**config.mk**
```make
export PLATFORM = sky130hd
export DESIGN_NAME = scramble_seq
export DESIGN_NICKNAME = d
export VERILOG_FILES = /design/src/rtl/scramble_pkg.sv /design/src/rtl/move_fifo.sv /design/src/rtl/scramble_seq.sv
export SDC_FILE = /design/constraint.sdc
export NUM_CORES = 1
export LEC_CHECK = 0
export CAP_MARGIN = 20
export CORE_ASPECT_RATIO = 0.6
export CORE_UTILIZATION = 23
export CTS_BUF_LIST = sky130_fd_sc_hd__clkbuf_4
export DETAILED_ROUTE_END_ITERATION = 8
export PLACE_DENSITY = 0.38
export SYNTH_ARGS = -nofsm -noshare
export SYNTH_HDL_FRONTEND = slang
export SYNTH_HIERARCHICAL = 1
export SYNTH_SLANG_ARGS = --single-unit
```
**constraint.sdc**
```tcl
create_clock -name clk -period 5 [get_ports clk]
set_input_delay 1.25 -clock clk [delete_from_list [all_inputs] [get_ports clk]]
set_output_delay 1.25 -clock clk [all_outputs]
set_load 0.02 [all_outputs]
```
**src/rtl/scramble_pkg.sv**
```systemverilog
// scramble_pkg: shared types and constants for the scramble sequencer.
// A move code is {face[2:0], dir}; faces 0..5 give legal codes 0..11.
package scramble_pkg;

    localparam int MOVE_W    = 4;
    localparam int FACE_W    = 3;
    localparam int NUM_MOVES = 12;
    localparam int NUM_FACES = 6;

    localparam logic [FACE_W-1:0] FACE_U = 3'd0;
    localparam logic [FACE_W-1:0] FACE_D = 3'd1;
    localparam logic [FACE_W-1:0] FACE_F = 3'd2;
    localparam logic [FACE_W-1:0] FACE_B = 3'd3;
    localparam logic [FACE_W-1:0] FACE_L = 3'd4;
    localparam logic [FACE_W-1:0] FACE_R = 3'd5;

    typedef enum logic [1:0] {
        ST_IDLE  = 2'd0,
        ST_REQ   = 2'd1,
        ST_WAIT  = 2'd2,
        ST_DRAIN = 2'd3
    } seq_state_e;

    function automatic logic is_legal_move(input logic [MOVE_W-1:0] code);
        return code < MOVE_W'(NUM_MOVES);
    endfunction

    function automatic logic [FACE_W-1:0] move_face(input logic [MOVE_W-1:0] code);
        return code[MOVE_W-1:1];
    endfunction

endpackage

```
**src/rtl/move_fifo.sv**
```systemverilog
// move_fifo: small circular buffer for accepted move codes.
// DEPTH must be a power of two so the pointers wrap naturally.
// last_o flags exactly one entry left, used to spot the final pop.
module move_fifo #(
    parameter int DEPTH = 4,
    parameter int WIDTH = 4
) (
    input  logic             clk,
    input  logic             rst,
    input  logic             push_i,
    input  logic             pop_i,
    input  logic [WIDTH-1:0] din_i,
    output logic [WIDTH-1:0] head_o,
    output logic             full_o,
    output logic             empty_o,
    output logic             last_o
);

    localparam int PTR_W = $clog2(DEPTH);
    localparam int CNT_W = $clog2(DEPTH + 1);

    logic [WIDTH-1:0] mem_q [DEPTH];
    logic [PTR_W-1:0] wr_ptr_q;
    logic [PTR_W-1:0] rd_ptr_q;
    logic [CNT_W-1:0] count_q;
    logic             push_ok;
    logic             pop_ok;

    assign full_o  = (count_q == CNT_W'(DEPTH));
    assign empty_o = (count_q == '0);
    assign last_o  = (count_q == CNT_W'(1));
    assign head_o  = mem_q[rd_ptr_q];
    assign push_ok = push_i && !full_o;
    assign pop_ok  = pop_i && !empty_o;

    // Storage, pointers and occupancy; reset clears contents so the head reads zero.
    always_ff @(posedge clk) begin
        if (!rst) begin
            for (int i = 0; i < DEPTH; i++) begin
                mem_q[i] <= '0;
            end
            wr_ptr_q <= '0;
            rd_ptr_q <= '0;
            count_q  <= '0;
        end else begin
            if (push_ok) begin
                mem_q[wr_ptr_q] <= din_i;
                wr_ptr_q        <= wr_ptr_q + PTR_W'(1);
            end
            if (pop_ok) begin
                rd_ptr_q <= rd_ptr_q + PTR_W'(1);
            end
            case ({push_ok, pop_ok})
                2'b10:   count_q <= count_q + CNT_W'(1);
                2'b01:   count_q <= count_q - CNT_W'(1);
                default: count_q <= count_q;
            endcase
        end
    end

endmodule

```
**src/rtl/scramble_seq.sv**
```systemverilog
// scramble_seq: requests nibbles from the LFSR stage, keeps legal move codes
// and streams SEQ_LEN of them per start through a valid/ready FIFO.
// Optional feature macro: SCRAMBLE_REJECT_SAME_FACE_EN (reject a move whose
// face repeats the previously accepted face).
//
//  state    | meaning
//  ---------+------------------------------------------------------------
//  ST_IDLE  | waiting for start; busy low
//  ST_REQ   | request a nibble once the FIFO has a free entry
//  ST_WAIT  | waiting for rnd_en; evaluate and maybe push the nibble
//  ST_DRAIN | all moves generated; done on the pop of the last one
module scramble_seq
    import scramble_pkg::*;
#(
    parameter int SEQ_LEN    = 20,
    parameter int FIFO_DEPTH = 4
) (
    input  logic              clk,
    input  logic              rst,
    input  logic              start,
    input  logic [MOVE_W-1:0] rnd_in,
    input  logic              rnd_en,
    output logic              rng_gen,
    output logic [MOVE_W-1:0] move_out,
    output logic              move_valid,
    input  logic              move_ready,
    output logic              busy,
    output logic              done
);

    localparam int CNT_W = $clog2(SEQ_LEN + 1);

    seq_state_e       state_q, state_d;
    logic [CNT_W-1:0] gen_cnt_q, gen_cnt_d;
    logic             accept;
    logic             push;
    logic             pop;
    logic             fifo_full;
    logic             fifo_empty;
    logic             fifo_last;

`ifdef SCRAMBLE_REJECT_SAME_FACE_EN
    logic [FACE_W-1:0] last_face_q, last_face_d;
    logic              last_face_vld_q, last_face_vld_d;

    assign accept = is_legal_move(rnd_in) &&
                    !(last_face_vld_q && (move_face(rnd_in) == last_face_q));
`else
    assign accept = is_legal_move(rnd_in);
`endif

    assign move_valid = !fifo_empty;
    assign pop        = move_valid && move_ready;
    assign busy       = (state_q != ST_IDLE);

    // State, generated-move count and last-face history registers.
    always_ff @(posedge clk) begin
        if (!rst) begin
            state_q   <= ST_IDLE;
            gen_cnt_q <= '0;
`ifdef SCRAMBLE_REJECT_SAME_FACE_EN
            last_face_q     <= '0;
            last_face_vld_q <= 1'b0;
`endif
        end else begin
            state_q   <= state_d;
            gen_cnt_q <= gen_cnt_d;
`ifdef SCRAMBLE_REJECT_SAME_FACE_EN
            last_face_q     <= last_face_d;
            last_face_vld_q <= last_face_vld_d;
`endif
        end
    end

    // Next-state, request, push and done decode.
    always_comb begin
        state_d   = state_q;
        gen_cnt_d = gen_cnt_q;
        rng_gen   = 1'b0;
        push      = 1'b0;
        done      = 1'b0;
`ifdef SCRAMBLE_REJECT_SAME_FACE_EN
        last_face_d     = last_face_q;
        last_face_vld_d = last_face_vld_q;
`endif
        case (state_q)
            ST_IDLE: begin
                if (start) begin
                    gen_cnt_d = '0;
`ifdef SCRAMBLE_REJECT_SAME_FACE_EN
                    last_face_vld_d = 1'b0;
`endif
                    state_d = ST_REQ;
                end
            end
            ST_REQ: begin
                if (!fifo_full) begin
                    rng_gen = 1'b1;
                    state_d = ST_WAIT;
                end
            end
            ST_WAIT: begin
                if (rnd_en) begin
                    if (accept) begin
                        push      = 1'b1;
                        gen_cnt_d = gen_cnt_q + CNT_W'(1);
`ifdef SCRAMBLE_REJECT_SAME_FACE_EN
                        last_face_d     = move_face(rnd_in);
                        last_face_vld_d = 1'b1;
`endif
                    end
                    state_d = (gen_cnt_d == CNT_W'(SEQ_LEN)) ? ST_DRAIN : ST_REQ;
                end
            end
            ST_DRAIN: begin
                // The final pop empties the FIFO; done coincides with it.
                if (pop && fifo_last) begin
                    done    = 1'b1;
                    state_d = ST_IDLE;
                end
            end
            default: state_d = ST_IDLE;
        endcase
    end

    move_fifo #(
        .DEPTH (FIFO_DEPTH),
        .WIDTH (MOVE_W)
    ) u_fifo (
        .clk     (clk),
        .rst     (rst),
        .push_i  (push),
        .pop_i   (pop),
        .din_i   (rnd_in),
        .head_o  (move_out),
        .full_o  (fifo_full),
        .empty_o (fifo_empty),
        .last_o  (fifo_last)
    );

endmodule

```
==> results of run 1 <==
-- cell usage after synthesis, types with 4 or more instances --
library cell / count
and2_1: 17
dfxtp_1: 16
edfxtp_1: 16
a21oi_1: 12
nand2_1: 11
inv_1: 9
nor2_1: 9
ha_1: 6
o21ai_0: 6
mux4_2: 4
-- logic make-up (layout without fill, tap and decap cells) --
family | after synthesis | count (layout) | synth area share
multiplexers | 8 | 8 | 0.0756
AO/OA/AOI/OAI | 31 | 31 | 0.114
flip-flops | 32 | 32 | 0.461
buffers and inverters | 12 | 33 | 0.0389
XOR/XNOR | 4 | 4 | 0.0202
AND/OR/NAND/NOR | 65 | 65 | 0.247
adder cells (fa/ha/maj) | 6 | 6 | 0.0432
-- metal layers --
| layer | track usage | part of all wire |
|---|---|---|
| met3 | 0.0315 | 0.032 |
| met2 | 0.145 | 0.40 |
| met5 | 0 | 0 |
| met4 | 0.0390 | 0.0083 |
| met1 | 0.151 | 0.56 |
-- registers in the layout (all words and copies together) (netlist names), named ones only --
name             flops
gen_cnt_q            5
state_q              2
u_fifo/count_q       3
u_fifo/mem_q        16
u_fifo/rd_ptr_q      2
u_fifo/wr_ptr_q      2
-- power groups by stage --
| stage | Clock (mW) | Combinational, mW | Sequential, mW |
|---|---|---|---|
| floorplan | 0 | 0.0482 | 0.295 |
| global placement | 0 | 0.0702 | 0.300 |
| detailed placement | 0 | 0.0714 | 0.300 |
| CTS | 0.220 | 0.0720 | 0.294 |
| global route | 0.228 | 0.0781 | 0.295 |
| finish | 0.206 | 0.0712 | 0.294 |
-- through the flow --
step                      setup WS (ns)  utilization  hold WS (ns)  total power [mW]  instance area [um^2]
after global routing              0.968        0.284         0.516             0.601                  2070
after CTS                          1.02        0.284         0.486             0.585                  2070
final                              1.03        0.284         0.479             0.571                  2070
after detailed placement           1.04        0.273         0.469             0.371                  1990
after floorplan                    1.99            -         0.445             0.343                  1740
after global placement             1.03        0.273         0.463             0.370                  1990
-- worst min path at each step --
stage                                               start                         to  slack, ns  cells past startpoint
after floorplan           u_fifo/rd_ptr_q[1]$_SDFFE_PN0P_                  flip-flop       0.45                      2
after global placement          gen_cnt_q[4]$_SDFFE_PN0P_  gen_cnt_q[4]$_SDFFE_PN0P_       0.46                      2
after detailed placement        gen_cnt_q[4]$_SDFFE_PN0P_  gen_cnt_q[4]$_SDFFE_PN0P_       0.47                      2
after CTS                       gen_cnt_q[4]$_SDFFE_PN0P_  gen_cnt_q[4]$_SDFFE_PN0P_       0.49                      2
after global routing            gen_cnt_q[3]$_SDFFE_PN0P_  gen_cnt_q[3]$_SDFFE_PN0P_       0.52                      2
final                           gen_cnt_q[4]$_SDFFE_PN0P_  gen_cnt_q[4]$_SDFFE_PN0P_       0.48                      2
-- critical path, delay by kind of cell --
kind / cells / cell delay, ns
buf+inv: 2 / 1.08
simple gates: 2 / 0.39
-- area by class of cell --
cell class / count / share of cell area
clock buffer: 5 / 0.0181
clock inverter: 3 / 0.0205
inverter: 9 / 0.0163
multi-input combinational: 114 / 0.419
sequential: 32 / 0.386
tap: 104 / 0.0627
timing repair buffer: 16 / 0.0772
==> run summary, run 1 <==
Multi-input logic area - 870 um^2
First-pass GRT wire length - 6150 um
Outcome - finished, final reports clean
Clk pwr share - 0.361
Htree depth - 2
Syn avg cell area - 11.0 um^2
Die W - 114 um
Synth warn - 6
Gr usage total - 0.104
Core Area - 7300 um^2
# placed instances - 275
Die height - 69.3 um
Top_reg_cell synth - edfxtp_1
Reg2reg end - u_fifo/count_q[2]$_SDFFE_PN0P_
Final nets - 193
Sw Share - 0.262
RSZ-0062 raised after global routing - no
Seq. cell area - 801 um^2
Fin Clk Skew - 0.00992 ns
Final antenna-violating net count - 0
Clock sink total - 32
Most frequent cells in the layout - 17 x and2_1, 16 x dfxtp_1, 16 x clkdlybuf4s50_1, 16 x edfxtp_1, 12 x a21oi_1
Logic pwr share - 0.125
Async set or reset register ratio after synthesis - 0
Starting Density - 0.238
R2r worst-path depth - 7
Port bufs - 16
Commonest non-fill, non-tap cell in the layout - and2_1
Bufs on Longest Clock Path - 2
Min cycle time layout - 3.97 ns
Largest area contributor in the netlist - edfxtp_1
Worst Tran Pin Value - 0.676 ns
Syn nets - 173
RR Startpoint - state_q[1]$_SDFFE_PN0P_
CTS clk-pin slew, worst paths - 0.11 ns
Clock buffer count from CTS - 5
Net Sw Power - 0.149 mW
Class of the worst hold path - flip-flop to flip-flop
Routed WL - 3740 um
Setup crit start kind - input port
Top area cells in the synthesized netlist - edfxtp_1 28%, dfxtp_1 18%, and2_1 6.1%
Area of the die - 7920 um^2
Post-route DRC - 0
Diode count - 0
Pre-antenna DRT Iters - 4
Number of synthesized register bits - 32
Maximum Capacitance Violations - 0
Root Buffer - clkbuf_4
Crit path required time - 3.75 ns
Synth unique cells - 48
HPWL after DPL - 2790 um
Rows - 24
Clk_lat worst skew - 0.34 ns
Proportion of layout cells with a drive suffix above 1 - 0.151
CP startpoint - move_ready
Synthesized netlist cell count - 158
WS Path Type - input port to output pin
Vias in the first global route - 1190
Number of synthesized flops with an enable pin - 16
Initial antenna violation count - 0
Internal power - 0.421 mW
Static leakage - 0.736 nW
Final TNS setup - 0 ns
Slowest CP cell - clkdlybuf4s50_1
CP Capture Type - output pin
Hold Vio Cnt, Final - 0
FILL cells - 763
Largest net degree at the start of global routing - 13
FMAX - 252 MHz
Final worst path period share - 0.794
Crit path DAT - 2.72 ns
CP dominant cell by count - clkdlybuf4s50_1
Ports - 17
Crit-path cells - clkdlybuf4s50_1, and3b_1, and3_1, clkdlybuf4s50_1
Slew margin rel. - 0.544
Part of the power in registers - 0.515
CP Max Fanout - 3
Cell Area, Synth - 1740 um^2
Hold-fix buffers, CTS - 0
Pwr Density - 275 nW/um^2
Placer Congestion - 0.727
Final Non-Filler Cells - 283
Pins Over Slew Limit - 0
Postcts setup bufs - 0
CTS tree - built
Max VDD drop - 0.0000902 V
WL/cell - 13.2 um
Layout overhead on the synthesized area - 19.4%
Register-to-register setup slack - 2.25 ns
Seq/Total Area, Yosys - 0.461
Initial drt markers - 66
Total vias in the final route - 1169
Post-CTS sizing - 0
CP max stage delay - 0.60 ns
Routed vias/inst - 4.13
Synth top area share - 0.276
Total grt overflow - 0
Worst setup path end - done
Final setup viols - 0
(Power assumes the default switching activity.)
==> run 2, diff against run 1 <==
Settings changed: PLACE_DENSITY 0.38 to 0.39.
Clock period 5 ns to 3.4 ns, I/O delays scaled along.
==> run summary, run 2 (synthesized netlist as in run 1, its figures left out) <==
Outcome - finished, final reports clean
Commonest non-fill, non-tap cell in the layout - and2_1
Placer Congestion - 0.755
Proportion of layout cells with a drive suffix above 1 - 0.187
Root Buffer - clkbuf_4
Static leakage - 0.780 nW
First-pass GRT wire length - 6410 um
Maximum Capacitance Violations - 0
Post-route DRC - 0
Largest registers - u_fifo/mem_q (16), gen_cnt_q (5), u_fifo/count_q (3)
Post-CTS sizing - 0
Largest net degree at the start of global routing - 13
Fin Clk Skew - 0.00441 ns
Final worst path period share - 0.924
Setup crit start kind - input port
Initial drt markers - 52
Port bufs - 16
RSZ-0062 raised after global routing - no
CP Max Fanout - 3
Starting Density - 0.238
Final Non-Filler Cells - 291
Pre-antenna DRT Iters - 4
Final nets - 201
Slew margin rel. - 0.698
Vias in the first global route - 1192
Bufs on Longest Clock Path - 2
Hold-fix buffers, CTS - 0
Die height - 69.3 um
Postcts setup bufs - 0
Clk_lat worst skew - 0.32 ns
Pins Over Slew Limit - 0
Crit path required time - 2.55 ns
CTS tree - built
Max FFs per register - 16
Final antenna-violating net count - 0
Ports - 17
Pwr Density - 392 nW/um^2
Gr usage total - 0.107
Hold Vio Cnt, Final - 0
CP Capture Type - output pin
Final worst setup slack - 0.258 ns
Crit path DAT - 2.29 ns
Diode count - 0
CTS clk-pin slew, worst paths - 0.10 ns
Largest Register - u_fifo/mem_q
# placed instances - 283
Routed vias/inst - 4.09
Pwr Total - 0.837 mW
Htree depth - 2
Setup WS pre-CTS - 0.234 ns
Total vias in the final route - 1191
FILL cells - 763
Class of the worst hold path - flip-flop to flip-flop
Min cycle time layout - 3.14 ns
Routed WL - 3860 um
Clock sink total - 32
Final setup viols - 0
WS Path Type - input port to output pin
Most frequent cells in the layout - 17 x and2_1, 16 x dfxtp_1, 16 x clkdlybuf4s50_1, 16 x edfxtp_1, 12 x a21oi_1
Area of the die - 7920 um^2
WL/cell - 13.3 um
Worst Tran Pin Value - 0.452 ns
Final TNS setup - 0 ns
Die W - 114 um
Layout overhead on the synthesized area - 22.8%
Core Area - 7300 um^2
Initial antenna violation count - 0
Rows - 24
HPWL after DPL - 3100 um
Total grt overflow - 0
FMAX - 318 MHz
Clock buffer count from CTS - 5
Max VDD drop - 0.000175 V
==> run 2: worst max-delay path, stage by stage <==
cell             delay [ns]
clkdlybuf4s50_1        0.47
and3b_1                0.20
and3_1                 0.17
clkdlybuf4s50_1        0.60
==> run 2: path summary, 6_finish.rpt <==
kind,start,end,slack (ns),depth (start not counted)
setup reg to reg,state_q[1]$_SDFFE_PN0P_,u_fifo/count_q[2]$_SDFFE_PN0P_,0.92,7
hold reg to reg,u_fifo/rd_ptr_q[1]$_SDFFE_PN0P_,u_fifo/rd_ptr_q[1]$_SDFFE_PN0P_,0.49,2
hold / removal,u_fifo/rd_ptr_q[1]$_SDFFE_PN0P_,u_fifo/rd_ptr_q[1]$_SDFFE_PN0P_,0.49,2
setup / recovery,move_ready,done,0.26,4
==> run 2: layout make-up <==
class,instances,area (um^2),area share
Multi-Input combinational cell,114,870,0.407
Sequential cell,32,801,0.375
Clock inverter,2,35.0,0.0164
Inverter,9,33.8,0.0158
Clock buffer,6,45.0,0.0211
Tap cell,104,130,0.0610
Timing Repair Buffer,24,220,0.103
==> run 2: report_power, final <==
| group | switching, mW | total [mW] | internal, mW |
|---|---|---|---|
| Combinational | 0.0570 | 0.113 | 0.0555 |
| Sequential | 0.0148 | 0.432 | 0.418 |
| Clock | 0.130 | 0.292 | 0.162 |
| Total | 0.202 | 0.837 | 0.635 |
==> run 2: metrics by stage <==
| stage | utilization | hold WS, ns | instance area (um^2) |
|---|---|---|---|
| finish | 0.293 | 0.487 | 2130 |
| global route | 0.293 | 0.509 | 2130 |
| CTS | 0.293 | 0.486 | 2130 |
| detailed placement | 0.282 | 0.471 | 2050 |
| global placement | 0.282 | 0.461 | 2050 |
| floorplan | - | 0.445 | 1740 |
==> run 2: per-layer routing <==
layer / track usage / up-vias / wire length (um) / part of all wire
li1: - / 617 / - / -
met1: 0.162 / 554 / 2180 / 0.56
met2: 0.145 / 18 / 1530 / 0.40
met3: 0.0315 / 2 / 123 / 0.032
met4: 0.0303 / 0 / 29 / 0.0075
met5: 0 / - / 0 / 0
==> run 3, diff against run 2 <==
Settings changed: PLACE_DENSITY 0.39 to 0.38.
Clock period 3.4 ns to 4 ns, I/O delays scaled along.
==> run summary, run 3 (synthesized netlist as in run 1, its figures left out) <==
WL/cell - 12.7 um
Die W - 114 um
Metal-1 WL - 1950 um
Setup crit start kind - input port
WL met2 - 1470 um
Diode count - 0
Rows - 24
Min cycle time layout - 3.47 ns
Die height - 69.3 um
FMAX - 289 MHz
Hold Vio Cnt, Final - 0
CP Max Fanout - 3
CTS clk-pin slew, worst paths - 0.11 ns
Final worst path period share - 0.866
HPWL after DPL - 2770 um
Crit path DAT - 2.47 ns
Core Area - 7300 um^2
Final design utilization - 0.287
CTS tree - built
Most frequent cells in the layout - 17 x and2_1, 16 x dfxtp_1, 16 x clkdlybuf4s50_1, 16 x edfxtp_1, 12 x a21oi_1
Largest Register - u_fifo/mem_q
Gr usage total - 0.100
Final setup viols - 0
Routed vias/inst - 4.17
Crit path required time - 3.00 ns
Uppermost routed layer - met4
RSZ-0062 raised after global routing - no
FILL cells - 759
First-pass GRT wire length - 6020 um
WS Path Type - input port to output pin
Class of the worst hold path - flip-flop to flip-flop
Pre-antenna DRT Iters - 6
Routed WL - 3620 um
Commonest non-fill, non-tap cell in the layout - and2_1
Pins Over Slew Limit - 0
Met3 Wirelength - 169 um
Pwr Total - 0.713 mW
Starting Density - 0.238
Largest registers - u_fifo/mem_q (16), gen_cnt_q (5), u_fifo/count_q (3)
Maximum Capacitance Violations - 0
Initial drt markers - 40
Final nets - 196
Ports - 17
Post-CTS sizing - 0
Final antenna-violating net count - 0
Outcome - finished, final reports clean
Proportion of layout cells with a drive suffix above 1 - 0.165
Total grt overflow - 0
Static leakage - 0.756 nW
Root Buffer - clkbuf_4
Bufs on Longest Clock Path - 2
Fin Clk Skew - 0.0133 ns
Max VDD drop - 0.000133 V
Worst Tran Pin Value - 0.450 ns
CP Capture Type - output pin
Pwr Density - 340 nW/um^2
Post-route DRC - 0
Layout overhead on the synthesized area - 20.7%
Clk_lat worst skew - 0.33 ns
Max FFs per register - 16
Clock buffer count from CTS - 5
Final TNS setup - 0 ns
Clock sink total - 32
Total vias in the final route - 1194
Area of the die - 7920 um^2
Initial antenna violation count - 0
Vias in the first global route - 1199
Htree depth - 2
Placer Congestion - 0.725
Slew margin rel. - 0.699
Port bufs - 16
Largest net degree at the start of global routing - 13
Postcts setup bufs - 0
Hold-fix buffers, CTS - 0
## run 3: worst paths after layout
| path | start | endpoint | slack (ns) | cells after the start |
|---|---|---|---|---|
| max | move_ready | done | 0.53 | 4 |
| min reg2reg | gen_cnt_q[4]$_SDFFE_PN0P_ | gen_cnt_q[4]$_SDFFE_PN0P_ | 0.49 | 2 |
| min | gen_cnt_q[4]$_SDFFE_PN0P_ | gen_cnt_q[4]$_SDFFE_PN0P_ | 0.49 | 2 |
| max reg2reg | state_q[1]$_SDFFE_PN0P_ | u_fifo/count_q[2]$_SDFFE_PN0P_ | 1.39 | 8 |
## run 3: cell type report
type                            instances  area, um^2  area share
Multi-Input combinational cell        114         870       0.415
Sequential cell                        32         801       0.382
Timing Repair Buffer                   19         183      0.0871
Tap cell                              104         130      0.0621
Clock buffer                            6        45.0      0.0215
Clock inverter                          2        35.0      0.0167
Inverter                                9        33.8      0.0161
## run 3: metrics by stage
stage	hold slack [ns]	std cells	setup WS, ns	area, um^2
after global placement	0.462	278	0.522	2020
after global routing	0.517	286	0.424	2100
final	0.492	286	0.534	2100
after detailed placement	0.477	278	0.538	2020
after floorplan	0.445	158	1.24	1740
after CTS	0.495	286	0.527	2100
## run 3: per-layer routing
metal | track usage | vias to the layer above
met5 | 0 | -
met2 | 0.141 | 23
met3 | 0.0297 | 2
li1 | - | 612
met1 | 0.145 | 557
met4 | 0.0332 | 0
## run 3: power breakdown
part	leakage [nW]	total [mW]	switching (mW)	internal [mW]
Sequential	0.295	0.367	0.0122	0.355
Combinational	0.415	0.0899	0.0468	0.0431
Clock	0.0456	0.256	0.118	0.138
Total	0.756	0.713	0.177	0.536
## run 3: worst max-delay path, cell delays in order
cell and delay (ns):
clkdlybuf4s50_1 0.47, and3b_1 0.22, and3_1 0.18, clkdlybuf4s50_1 0.60
